===== src/rtl/fire_sched_pkg.sv =====
// Shared types and constants for the fire scheduler: FSM state encoding,
// fire-mode codes and the frame-tick counter width.
package fire_sched_pkg;

   typedef enum logic [1:0] {
      IDLE     = 2'd0,
      ISSUE    = 2'd1,
      GAP      = 2'd2,
      COOLDOWN = 2'd3
   } state_t;

   localparam logic [1:0] MODE_SINGLE = 2'd0;
   localparam logic [1:0] MODE_BURST  = 2'd1;
   localparam logic [1:0] MODE_AUTO   = 2'd2;

   // Wide enough for COOLDOWN_TICKS, BURST_GAP_TICKS and BURST_LEN up to 255.
   localparam int CNT_W = 8;

   // Mode code 3 is an alias of full-auto and is stored as MODE_AUTO.
   function automatic logic [1:0] norm_mode(input logic [1:0] m);
      return (m == 2'd3) ? MODE_AUTO : m;
   endfunction

endpackage


===== src/rtl/fire_scheduler_slot_priority_encoder.sv =====
// Combinational lowest-index-first search over the bullet engine idle flags.
module slot_priority_encoder #(
   parameter int NUM_SLOTS = 4
) (
   input  logic [NUM_SLOTS-1:0]         slot_free,
   output logic                         any_free,
   output logic [$clog2(NUM_SLOTS)-1:0] lowest
);

   localparam int SLOT_W = $clog2(NUM_SLOTS);

   assign any_free = |slot_free;

   // Walk downward so the last hit written is the lowest free index.
   always_comb begin
      lowest = '0;
      for (int i = NUM_SLOTS - 1; i >= 0; i--) begin
         if (slot_free[i]) lowest = SLOT_W'(i);
      end
   end

endmodule


===== src/rtl/fire_scheduler.sv =====
// Turns fire requests into timed bullet launches (single / burst / auto).
// Optional magazine limit with reload input enabled by defining AMMO_LIMIT_EN.
module fire_scheduler
   import fire_sched_pkg::*;
#(
   parameter int NUM_SLOTS       = 4,
   parameter int COOLDOWN_TICKS  = 8,
   parameter int BURST_LEN       = 3,
   parameter int BURST_GAP_TICKS = 4,
   parameter int MAX_AMMO        = 15
) (
   input  logic                         clk,
   input  logic                         rst,
   input  logic                         frame_tick,
   input  logic                         fire,
   input  logic [1:0]                   fire_mode,
   input  logic [3:0]                   ss_angle_state,
   input  logic [NUM_SLOTS-1:0]         slot_free,
   input  logic                         launch_ack,
`ifdef AMMO_LIMIT_EN
   input  logic                         reload,
   output logic [3:0]                   ammo_count,
`endif
   output logic                         launch_valid,
   output logic [$clog2(NUM_SLOTS)-1:0] launch_slot,
   output logic [3:0]                   launch_angle,
   output logic [1:0]                   launch_mode,
   output logic                         busy
);

   localparam int SLOT_W = $clog2(NUM_SLOTS);

   // Handshake: launch_valid rises with slot/angle/mode and all three hold
   // until the edge where launch_valid & launch_ack; valid drops after it.
   state_t             state;
   logic               fire_q;
   logic [1:0]         mode_q;
   logic [CNT_W-1:0]   cnt;
   logic [CNT_W-1:0]   burst_left;
   logic               any_free;
   logic [SLOT_W-1:0]  lowest_idx;
   logic               fire_rise;
   logic               trig;
   logic               ack;
   logic               ammo_ok;
   logic               ammo_out;
   logic               last_shot;

   slot_priority_encoder #(.NUM_SLOTS(NUM_SLOTS)) u_prio (
      .slot_free (slot_free),
      .any_free  (any_free),
      .lowest    (lowest_idx)
   );

   assign fire_rise = fire & ~fire_q;
   assign ack       = launch_valid & launch_ack;
   assign busy      = (state != IDLE);

`ifdef AMMO_LIMIT_EN
   assign ammo_ok  = (ammo_count != 4'd0);
   // Magazine empties on this ack unless a reload lands on the same edge.
   assign ammo_out = (ammo_count == 4'd1) & ~reload;

   always_ff @(posedge clk or posedge rst) begin
      if (rst)                             ammo_count <= 4'(MAX_AMMO);
      else if (reload)                     ammo_count <= 4'(MAX_AMMO);
      else if (ack && ammo_count != 4'd0)  ammo_count <= ammo_count - 4'd1;
   end
`else
   assign ammo_ok  = 1'b1;
   assign ammo_out = 1'b0;
`endif

   // Auto modes fire on the level, single and burst only on a new press.
   assign trig      = ammo_ok & (fire_mode[1] ? fire : fire_rise);
   assign last_shot = (burst_left == CNT_W'(1)) | ammo_out;

   always_ff @(posedge clk or posedge rst) begin
      if (rst) begin
         state        <= IDLE;
         fire_q       <= 1'b0;
         mode_q       <= MODE_SINGLE;
         cnt          <= '0;
         burst_left   <= '0;
         launch_valid <= 1'b0;
         launch_slot  <= '0;
         launch_angle <= '0;
         launch_mode  <= '0;
      end else begin
         fire_q <= fire;
         case (state)
            IDLE: begin
               if (trig) begin
                  mode_q     <= norm_mode(fire_mode);
                  burst_left <= (norm_mode(fire_mode) == MODE_BURST) ? CNT_W'(BURST_LEN) : CNT_W'(1);
                  state      <= ISSUE;
               end
            end
            ISSUE: begin
               if (!launch_valid) begin
                  if (any_free) begin
                     launch_valid <= 1'b1;
                     launch_slot  <= lowest_idx;
                     launch_angle <= ss_angle_state;
                     launch_mode  <= mode_q;
                  end
               end else if (launch_ack) begin
                  launch_valid <= 1'b0;
                  burst_left   <= burst_left - CNT_W'(1);
                  if (last_shot) begin
                     cnt   <= CNT_W'(COOLDOWN_TICKS);
                     state <= COOLDOWN;
                  end else begin
                     cnt   <= CNT_W'(BURST_GAP_TICKS);
                     state <= GAP;
                  end
               end
            end
            GAP: begin
               if (frame_tick) begin
                  cnt <= cnt - CNT_W'(1);
                  if (cnt == CNT_W'(1)) state <= ISSUE;
               end
            end
            COOLDOWN: begin
               // A zero cooldown leaves on the first cycle after the ack.
               if (cnt == '0) begin
                  state <= IDLE;
               end else if (frame_tick) begin
                  cnt <= cnt - CNT_W'(1);
                  if (cnt == CNT_W'(1)) state <= IDLE;
               end
            end
            default: state <= IDLE;
         endcase
      end
   end

endmodule


===== config.mk =====
export PLATFORM = sky130hd
export DESIGN_NAME = fire_scheduler
export DESIGN_NICKNAME = d
export VERILOG_FILES = /design/src/rtl/fire_sched_pkg.sv /design/src/rtl/fire_scheduler_slot_priority_encoder.sv /design/src/rtl/fire_scheduler.sv
export SDC_FILE = /design/constraint.sdc
export NUM_CORES = 1
export LEC_CHECK = 0
export CAP_MARGIN = 20
export CORE_ASPECT_RATIO = 1.5
export CORE_MARGIN = 2
export CORE_UTILIZATION = 30
export DETAILED_ROUTE_END_ITERATION = 8
export PLACE_DENSITY_LB_ADDON = 0.15
export SETUP_SLACK_MARGIN = 0.15
export SYNTH_ARGS = -nofsm -noshare
export SYNTH_HDL_FRONTEND = slang
export SYNTH_SLANG_ARGS = --single-unit

===== constraint.sdc =====
create_clock -name clk -period 2 [get_ports clk]
set_clock_uncertainty 0.1 [all_clocks]
set_input_delay 0.5 -clock clk [delete_from_list [all_inputs] [get_ports clk]]
set_output_delay 0.5 -clock clk [all_outputs]
set_load 0.01 [all_outputs]

Yosys cells after proc, flatten, opt, wreduce, memory -nomap -nowiden
Index checks and enable logic that the tools add are counted.
{"block": "word_totals", "reg_bits": 30, "latch_bits": 0, "mem_bits_rw": 0, "mem_bits_ro": 0, "output_inout_bits": 10, "word_cells": 70, "mem_count": 0}
{"block": "classes", "n_addsub": 2, "multipliers": 0, "div": 0, "n_lt_le_gt_ge": 0, "n_eq_ne": 15, "shifts": 0, "mux": 30, "n_bitwise": 3, "reduce_logical": 11}
{"operator": "8-bit two-way mux", "n": 7}
{"operator": "2-bit two-way mux", "n": 14}
{"operator": "8-bit case mux with 3 select lines", "n": 1}
{"operator": "8-bit by 1-bit == test with 1-bit output, second input constant", "n": 2}
{"operator": "8-bit case mux with 2 select lines", "n": 1}
{"operator": "8-bit by 1-bit subtractor with 8-bit output, second input constant", "n": 2}
{"operator": "2-bit inequality test, second input constant", "n": 6}
{"operator": "8-bit zero test", "n": 1}
{"operator": "2-bit case mux with 4 select lines", "n": 1}
{"operator": "4-bit AND reduction", "n": 2}
{"operator": "7-bit AND reduction", "n": 1}
{"operator": "2-bit == test, second input constant", "n": 3}
{"operator": "3-bit inequality test, second input constant", "n": 2}
{"operator": "1-bit two-way mux", "n": 5}
{"operator": "2-bit by 1-bit == test with 1-bit output, second input constant", "n": 2}
{"operator": "4-bit two-way mux", "n": 1}
{"operator": "2-bit nonzero test", "n": 2}
{"operator": "4-bit OR reduction", "n": 1}
{"operator": "3-bit AND reduction", "n": 1}
{"operator": "3-bit nonzero test", "n": 1}
{"operator": "2-bit zero test", "n": 1}
{"operator": "1-bit NOT", "n": 2}
{"operator": "2-bit AND reduction", "n": 1}
{"operator": "1-bit AND", "n": 1}

Longest topological paths before layout
Gate-level depths: netlist of the first run.
{"block": "depth", "depth_word": 6, "depth_mapped": 7, "mapped_depth_nobuf": 6}

Modules after synthesis
A second synthesis of the first run with hierarchy kept.
{"block": "hier_totals", "cells_unflattened": 157, "area_unflattened_um2": 1670.4}
{"module": "fire_scheduler", "instances": 1, "cells_each": 150, "area_per_inst_um2": 1635.3, "seq_area_each_um2": 750.7}
{"module": "slot_priority_encoder", "instances": 1, "cells_each": 7, "area_per_inst_um2": 35.0, "seq_area_each_um2": 0.0}

Worst setup path after synthesis of the first run
OpenSTA, ideal clock, no wires.
{"block": "synth_path", "path_type": "reg2reg", "from": "reg cnt[5]", "to": "reg state[0]", "setup_time_ns": 0.125, "arrival_ns": 1.659, "t_required_ns": 1.775, "setup_slack_ns": 0.116, "path_stages_with_launch": 5, "n_path_buf": 0, "period_less_slack_ns": 1.884, "cell_sequence": "dfrtp_1 nor4_2 a31oi_1 a2111oi_4 mux2_4"}
{"block": "synth_via", "elab_chain_len": 3, "word_cells_on_any_way": 8, "cone_classes": "4 x eq/ne; 2 x mux; 2 x reduce/logical"}
{"element": "start: declaration", "line_no": "fire_scheduler.sv:38", "source": "logic [CNT_W-1:0] cnt;"}
{"element": "start signal: assignment", "line_no": "fire_scheduler.sv:111", "source": "cnt <= CNT_W'(COOLDOWN_TICKS);"}
{"element": "start signal: assignment", "line_no": "fire_scheduler.sv:114", "source": "cnt <= CNT_W'(BURST_GAP_TICKS);"}
{"element": "start signal: assignment", "line_no": "fire_scheduler.sv:121", "source": "cnt <= cnt - CNT_W'(1);"}
{"element": "8-bit by 1-bit == test with 1-bit output / 8-bit zero test (equally long branches)", "line_no": "fire_scheduler.sv:122, fire_scheduler.sv:131, fire_scheduler.sv:127"}
{"element": "3-bit inequality test (no line) (tied with other cells)"}
{"element": "7-bit AND reduction (no line) / 2-bit case mux with 4 select lines (equally long branches)"}
{"element": "end signal: assignment", "line_no": "fire_scheduler.sv:122", "source": "if (cnt == CNT_W'(1)) state <= ISSUE;"}
{"element": "end signal: assignment", "line_no": "fire_scheduler.sv:131", "source": "if (cnt == CNT_W'(1)) state <= IDLE;"}
{"element": "end signal: assignment", "line_no": "fire_scheduler.sv:134", "source": "default: state <= IDLE;"}
{"element": "end: declaration", "line_no": "fire_scheduler.sv:35", "source": "state_t state;"}
Several ways; a longest one is shown, not always the timed one.
A chain may end at the register's enable or synchronous reset.

Final worst setup path of the first run
{"block": "layout_path", "from": "reg state[1]", "to": "reg cnt[5]"}
{"block": "layout_via", "elab_chain_len": 3, "word_cells_on_any_way": 9, "cone_classes": "6 x eq/ne; 1 x mux; 2 x reduce/logical"}
{"element": "start signal: assignment", "line_no": "fire_scheduler.sv:80", "source": "state <= IDLE;"}
{"element": "start signal: assignment", "line_no": "fire_scheduler.sv:96", "source": "state <= ISSUE;"}
{"element": "start signal: assignment", "line_no": "fire_scheduler.sv:112", "source": "state <= COOLDOWN;"}
{"element": "2-bit == test / 2-bit by 1-bit == test with 1-bit output (equally long branches)", "line_no": "fire_scheduler.sv:91", "source": "case (state)"}
{"element": "2-bit inequality test (no line) / 3-bit nonzero test (equally long branches)"}
{"element": "4-bit AND reduction (no line)"}
Several ways; a longest one is shown, not always the timed one.

==> results of run 1 <==
## routing by layer
layer  up-vias  share of wire [%]  track usage (%)
li1        678                  -                -
met1       660                 42             15.5
met2        29                 52             24.0
met3         6                3.9             3.36
met4         0                1.9             6.88
met5         -                  0                0
## logic make-up (layout without fill, tap and decap cells)
| group | Yosys count | count (layout) | share of synthesized area (%) |
|---|---|---|---|
| flops | 30 | 30 | 46.3 |
| compound gates | 31 | 31 | 15.1 |
| mux | 10 | 10 | 7.10 |
| buf+inv | 16 | 70 | 4.02 |
| simple gates | 63 | 63 | 20.9 |
| fa+ha+maj | 5 | 5 | 3.86 |
| xor+xnor | 5 | 5 | 2.70 |
## where the power goes
part	leakage [µW]	switching [µW]	internal (µW)
logic	0.000631	318	395
clock network	0.0000714	235	531
registers	0.000359	135	772
## synth_stat cells (2+ instances only)
library cell / number / area share, %
xor2_1: 5 / 2.7
nand4b_1: 2 / 1.1
a21o_1: 2 / 0.93
dfrtp_1: 30 / 46
o31ai_1: 3 / 1.4
nor3_1: 2 / 0.62
nand2_1: 13 / 3.0
nand2b_1: 2 / 0.77
nor2_1: 16 / 3.7
clkbuf_1: 3 / 0.69
o21a_1: 3 / 1.4
buf_2: 4 / 1.2
a21oi_1: 5 / 1.5
nand3_1: 10 / 3.1
or4_1: 3 / 1.4
nor4_1: 3 / 1.2
a31oi_1: 2 / 0.77
ha_1: 5 / 3.9
o21ai_0: 3 / 0.93
mux2_1: 7 / 4.9
inv_1: 9 / 2.1
## registers in the layout (all words and copies together), names as in the netlist
signal / cells
cnt: 8
state: 2
launch_angle: 4
launch_mode: 2
mode_q: 2
fire_q: 1
launch_slot: 2
burst_left: 8
launch_valid: 1
## timing repair
action / in CTS / in global routing
gates cloned: 0 / 0
resized for setup: 13 / 8
buffers inserted: 6 / 1
pin swaps: 7 / 3
endpoints found under the setup margin: 14 / 11
## area by class of cell
cell class,count,area (µm²),share of cell area (%)
multi-input cells,114,877,37.3
inverters,9,33.8,1.44
clock inverters,2,60.1,2.55
repair buffers,53,458,19.5
clock buffers,6,82.6,3.51
well taps,68,85.1,3.62
flip-flops and latches,30,757,32.2
## worst register-to-register path, delay by kind of cell (launching register included)
family / cells / cell delay [ns]
AOI/OAI and AO/OA: 1 / 0.28
buffers and inverters: 1 / 0.21
DFF: 1 / 0.42
and+or+nand+nor: 3 / 0.76
## per-stage QoR
stage | TNS [ns] | power (µW)
5_1_grt | 0 | 2520
3_3_place_gp | -1.75 | 1520
3_5_place_dp | -2.24 | 1540
6_report | 0 | 2390
4_1_cts | 0 | 2380
2_1_floorplan | 0 | 1260
## path summary, 6_finish.rpt
kind | end | slack, ns
max in group asynchronous | cnt[2]$_DFFE_PP0P_ | 1.01
min reg2reg | mode_q[0]$_DFFE_PP0P_ | 0.39
max | cnt[5]$_DFFE_PP0P_ | 0.17
max reg2reg | cnt[5]$_DFFE_PP0P_ | 0.17
min | mode_q[0]$_DFFE_PP0P_ | 0.39
min in group asynchronous | launch_slot[0]$_DFFE_PP0P_ | 0.49
==> results.json, run 1 <==
{
  "postSynth.asyncResetShare_pct": 100,
  "run_status": "complete, no violations",
  "grt_max_degree": 31,
  "synth_warnings": 0,
  "fp.dieH_um": 94.0,
  "hold_depth": 1,
  "fin_crit_sh_pct": 91.4,
  "design_area_um2": 2350,
  "slew_headroom_pct": 71.7,
  "p_leak_uw": 0.00106,
  "die_x_um": 64.0,
  "io_buffers": 24,
  "via_per_inst": 4.87,
  "clock-sinks": 30,
  "hp-start": "mode_q[0]$_DFFE_PP0P_",
  "reg2reg_depth": 5,
  "rsz0062_at_grt": "true",
  "final_nets": 233,
  "cts-hold-fix-buffers": 0,
  "core-area_um2": 5160,
  "ys.flop_type": "dfrtp_1",
  "worst-path-buf-inv": 1,
  "dp_cells": 267,
  "drtPass1Iterations": 4,
  "hpwl_mm": 2.79,
  "setup_viol": 0,
  "num_rows": 32,
  "syn_nets": 180,
  "final_cell_mix": "29 x buf_4, 25 x dfrtp_1, 21 x clkdlybuf4s50_1",
  "drtIter0Drc": 66,
  "crit_path_max_fanout": 14,
  "cp.required_ns": 2.12,
  "dp_worst_setup_slack_ns": -0.219,
  "place_area_um2": 2090,
  "root_buffer": "clkbuf_8",
  "place_congestion": 0.804,
  "layout_commonest_cell": "buf_4",
  "io_pins": 25,
  "grt-ovfl-total": 0,
  "final_hold_viol_count": 0,
  "routedWlPerCell_um": 13.4,
  "layout-area-overhead-vs-synth_pct": 45.3,
  "antenna_left": 0,
  "path_delay_family": "simple AND/OR/NAND/NOR gates",
  "tritoncts": "yes",
  "cp.depth": 5,
  "track_usage_pct": 13.8,
  "critPathKind": "reg -> reg",
  "setup_ws_ns": 0.172,
  "clk_latency_ns": 0.28,
  "min_period_ns": 1.83,
  "fmax_mhz": 547,
  "drv_slew": 0,
  "synth-edff-count": 0,
  "start_kind": "flop",
  "dieArea_um2": 6020,
  "power.density_nw_per_um2": 1010,
  "fin_util_pct": 45.6,
  "ys_seq_area_share_pct": 46.3,
  "drive_gt1_share_pct": 29.0,
  "holdWs_ns": 0.386,
  "cts_max_level": 2,
  "tightest_slew_ns": 0.421,
  "ir_drop_v": 0.000419,
  "start_util_pct": 31.4,
  "grt_pass1_wl_mm": 6.42,
  "clkSlewWorstSetupHoldPaths_ns": 0.07,
  "cts_buffers": 5,
  "critPathArrivalTime_ns": 1.95,
  "syn_area_per_cell_um2": 10.1,
  "cpPeakStageDelay_ns": 0.47,
  "path_cells": "buf_4, and3_1, a32o_2, or4_1, nand3_1",
  "vias": 1373,
  "synth.ff_latch_count": 30,
  "antenna_found_initial": 0,
  "crit_path_top_delay_cell": "or4_1",
  "critPathCaptureType": "flop",
  "grt_pass1_vias": 1392,
  "startpoint": "state[1]$_DFFE_PP0P_",
  "hold_class": "reg -> reg",
  "synth_cells": 160,
  "synth_cell_types": 49,
  "nFillCells": 484,
  "drv_cap": 0,
  "r2r_start": "state[1]$_DFFE_PP0P_",
  "clockBufferDepth": 2,
  "wirelength_mm": 3.77,
  "diodes": 0,
  "final_cells": 282,
  "drc_errors": 0,
  "syn_area_um2": 1620
}
No activity file was read; power rests on OpenSTA's default activity.
==> inputs of run 2 (changes only) <==
PLACE_DENSITY = 0.59   (was not set)
PLACE_DENSITY_LB_ADDON = not set   (was 0.15)
SYNTH_HIERARCHICAL = 1   (was not set)
==> run 2 against run 1 <==
Against the previous run:
- clock power barely moved
- total power is 3.5% higher
- sequential share of layout area decreased by 0.34 points
- largest cell class unchanged
==> results.json, run 2 <==
{
  "run_status": "complete, no violations",
  "final_hold_viol_count": 0,
  "track_usage_pct": 13.4,
  "antenna_left": 0,
  "fp.dieH_um": 95.4,
  "antenna_found_initial": 0,
  "grt_max_degree": 31,
  "critPathKind": "in -> reg",
  "ir_drop_v": 0.000318,
  "largest_registers": "burst_left x8, cnt x8, launch_angle x4",
  "fmax_mhz": 552,
  "hold_class": "reg -> reg",
  "cpPeakStageDelay_ns": 0.49,
  "grt_pass1_wl_mm": 6.33,
  "synth_top_cell_by_area": "dfrtp_1",
  "ys.flop_type": "dfrtp_1",
  "min_period_ns": 1.81,
  "place_congestion": 0.745,
  "synth_cell_types": 48,
  "grt-ovfl-total": 0,
  "start_util_pct": 30.9,
  "hpwl_mm": 2.61,
  "tightest_slew_ns": 0.394,
  "root_buffer": "clkbuf_8",
  "path_delay_family": "buffers and inverters",
  "final_nets": 230,
  "layout_commonest_cell": "buf_4",
  "start_kind": "primary input",
  "syn_nets": 177,
  "cts_buffers": 5,
  "rsz0062_at_grt": "true",
  "synth-edff-count": 0,
  "fin_util_pct": 43.9,
  "io_pins": 25,
  "dieArea_um2": 6190,
  "drv_slew": 0,
  "num_rows": 33,
  "drv_cap": 0,
  "synth.ff_latch_count": 30,
  "core-area_um2": 5410,
  "fin_crit_sh_pct": 90.7,
  "synth_common_cells": "30 x dfrtp_1, 18 x nor2_1, 14 x nand2_1",
  "layout-area-overhead-vs-synth_pct": 42.2,
  "clk_latency_ns": 0.28,
  "yosys-top-cells-area": "dfrtp_1 45%, mux2_2 6.7%, nor2_1 4.0%",
  "crit_path_top_delay_cell": "clkdlybuf4s50_1",
  "via_per_inst": 4.81,
  "clockBufferDepth": 2,
  "syn_area_per_cell_um2": 10.6,
  "power.density_nw_per_um2": 1040,
  "cp.required_ns": 2.07,
  "holdWs_ns": 0.403,
  "synth_warnings": 6,
  "worst-path-buf-inv": 1,
  "setup_viol": 0,
  "tritoncts": "yes",
  "grt_pass1_vias": 1344,
  "clock-sinks": 30,
  "ys_seq_area_share_pct": 44.9,
  "syn_area_um2": 1670,
  "synth_cells": 157,
  "wirelength_mm": 3.71,
  "final_cell_mix": "28 x buf_4, 26 x dfrtp_1, 21 x clkdlybuf4s50_1",
  "drtPass1Iterations": 4,
  "io_buffers": 24,
  "drtIter0Drc": 40,
  "routedWlPerCell_um": 13.2,
  "critPathArrivalTime_ns": 1.88,
  "cts_max_level": 2,
  "critPathCaptureType": "flop",
  "total_power_uw": 2470,
  "drc_errors": 0,
  "crit_path_max_fanout": 2,
  "synthMostInstantiatedCell": "dfrtp_1",
  "p_leak_uw": 0.00108,
  "path_cells": "clkdlybuf4s50_1, nand2b_4, o22ai_2, a2111oi_4, mux2_4",
  "postSynth.asyncResetShare_pct": 100,
  "clkSlewWorstSetupHoldPaths_ns": 0.07,
  "r2r_setup_slack_ns": 0.19,
  "netlist.area_leader.share_pct": 44.9,
  "drive_gt1_share_pct": 34.6,
  "vias": 1353,
  "die_x_um": 64.9,
  "slew_headroom_pct": 73.5,
  "diodes": 0
}
## run 2: cell count changes in the layout (fill, tap and decap cells not counted), sizes merged, moves of 3 or more
cell   change
o21a       -3
nor4       -3
nand3      -4
nor3       +5
o21ai      -3
## run 2: metrics by stage
| stage | area (µm²) | setup slack (ns) | setup TNS (ns) | instances |
|---|---|---|---|---|
| final | 2370 | 0.187 | 0 | 281 |
| after global routing | 2370 | 0.128 | 0 | 281 |
| after CTS | 2290 | 0.151 | 0 | 277 |
| after detailed placement | 2110 | -0.189 | -1.13 | 265 |
| after global placement | 2110 | -0.169 | -0.881 | 265 |
| after floorplan | 1670 | 0.183 | 0 | 157 |
## run 2: layout make-up
cell class / instances / area (µm²)
fill: 502 / 3030
inverter: 9 / 33.8
timing repair buffer: 52 / 450
sequential: 30 / 756
clock buffer: 6 / 82.6
clock inverter: 2 / 60.1
tap: 70 / 87.6
multi-input combinational: 112 / 905
## run 2: power breakdown
group	internal, µW	switching, µW	leakage [µW]	total (µW)
sequential	774	125	0.000359	899
clock	531	237	0.0000714	768
combinational	453	348	0.000654	801
## run 2: worst paths after layout
path | startpoint | end | depth (start not counted)
setup / recovery | frame_tick | state[0]$_DFFE_PP0P_ | 5
max in group asynchronous | rst | launch_valid$_DFFE_PP0N_ | 3
hold / removal | mode_q[1]$_DFFE_PP0P_ | launch_mode[1]$_DFFE_PP0P_ | 1
hold reg to reg | mode_q[1]$_DFFE_PP0P_ | launch_mode[1]$_DFFE_PP0P_ | 1
min in group asynchronous | rst | cnt[2]$_DFFE_PP0P_ | 3
setup reg to reg | cnt[4]$_DFFE_PP0P_ | state[0]$_DFFE_PP0P_ | 4
## run 2: cells by family after synthesis
kind of cell	share of synthesized area, %
XOR/XNOR	3.15
AO/OA/AOI/OAI	12.4
multiplexers	8.24
AND/OR/NAND/NOR	23.1
flip-flops	44.9
adder cells (fa/ha/maj)	3.75
buffers and inverters	4.42
## run 2: layer usage
layer,vias to the layer above,wire length [µm],global-route usage [%],share of wire (%)
met4,0,76,5.85,2.0
li1,668,-,-,-
met2,30,1910,24.5,52
met5,-,0,0,0
met3,7,154,3.42,4.2
met1,648,1570,14.5,42
## run 2: worst register-to-register path: stages, from the launching register on
cell	delay [ns]
dfrtp_2	0.44
nor3_4	0.33
a31oi_4	0.14
a2111oi_4	0.37
mux2_4	0.33
## run 2: timing repair
item                       4_1_cts  5_1_grt
hold buffers                     0        0
setup endpoints to repair        7        8
setup buffers                    4        4
pin swaps                        3        6
gates resized for setup         10       11
hold endpoints to repair         0        0
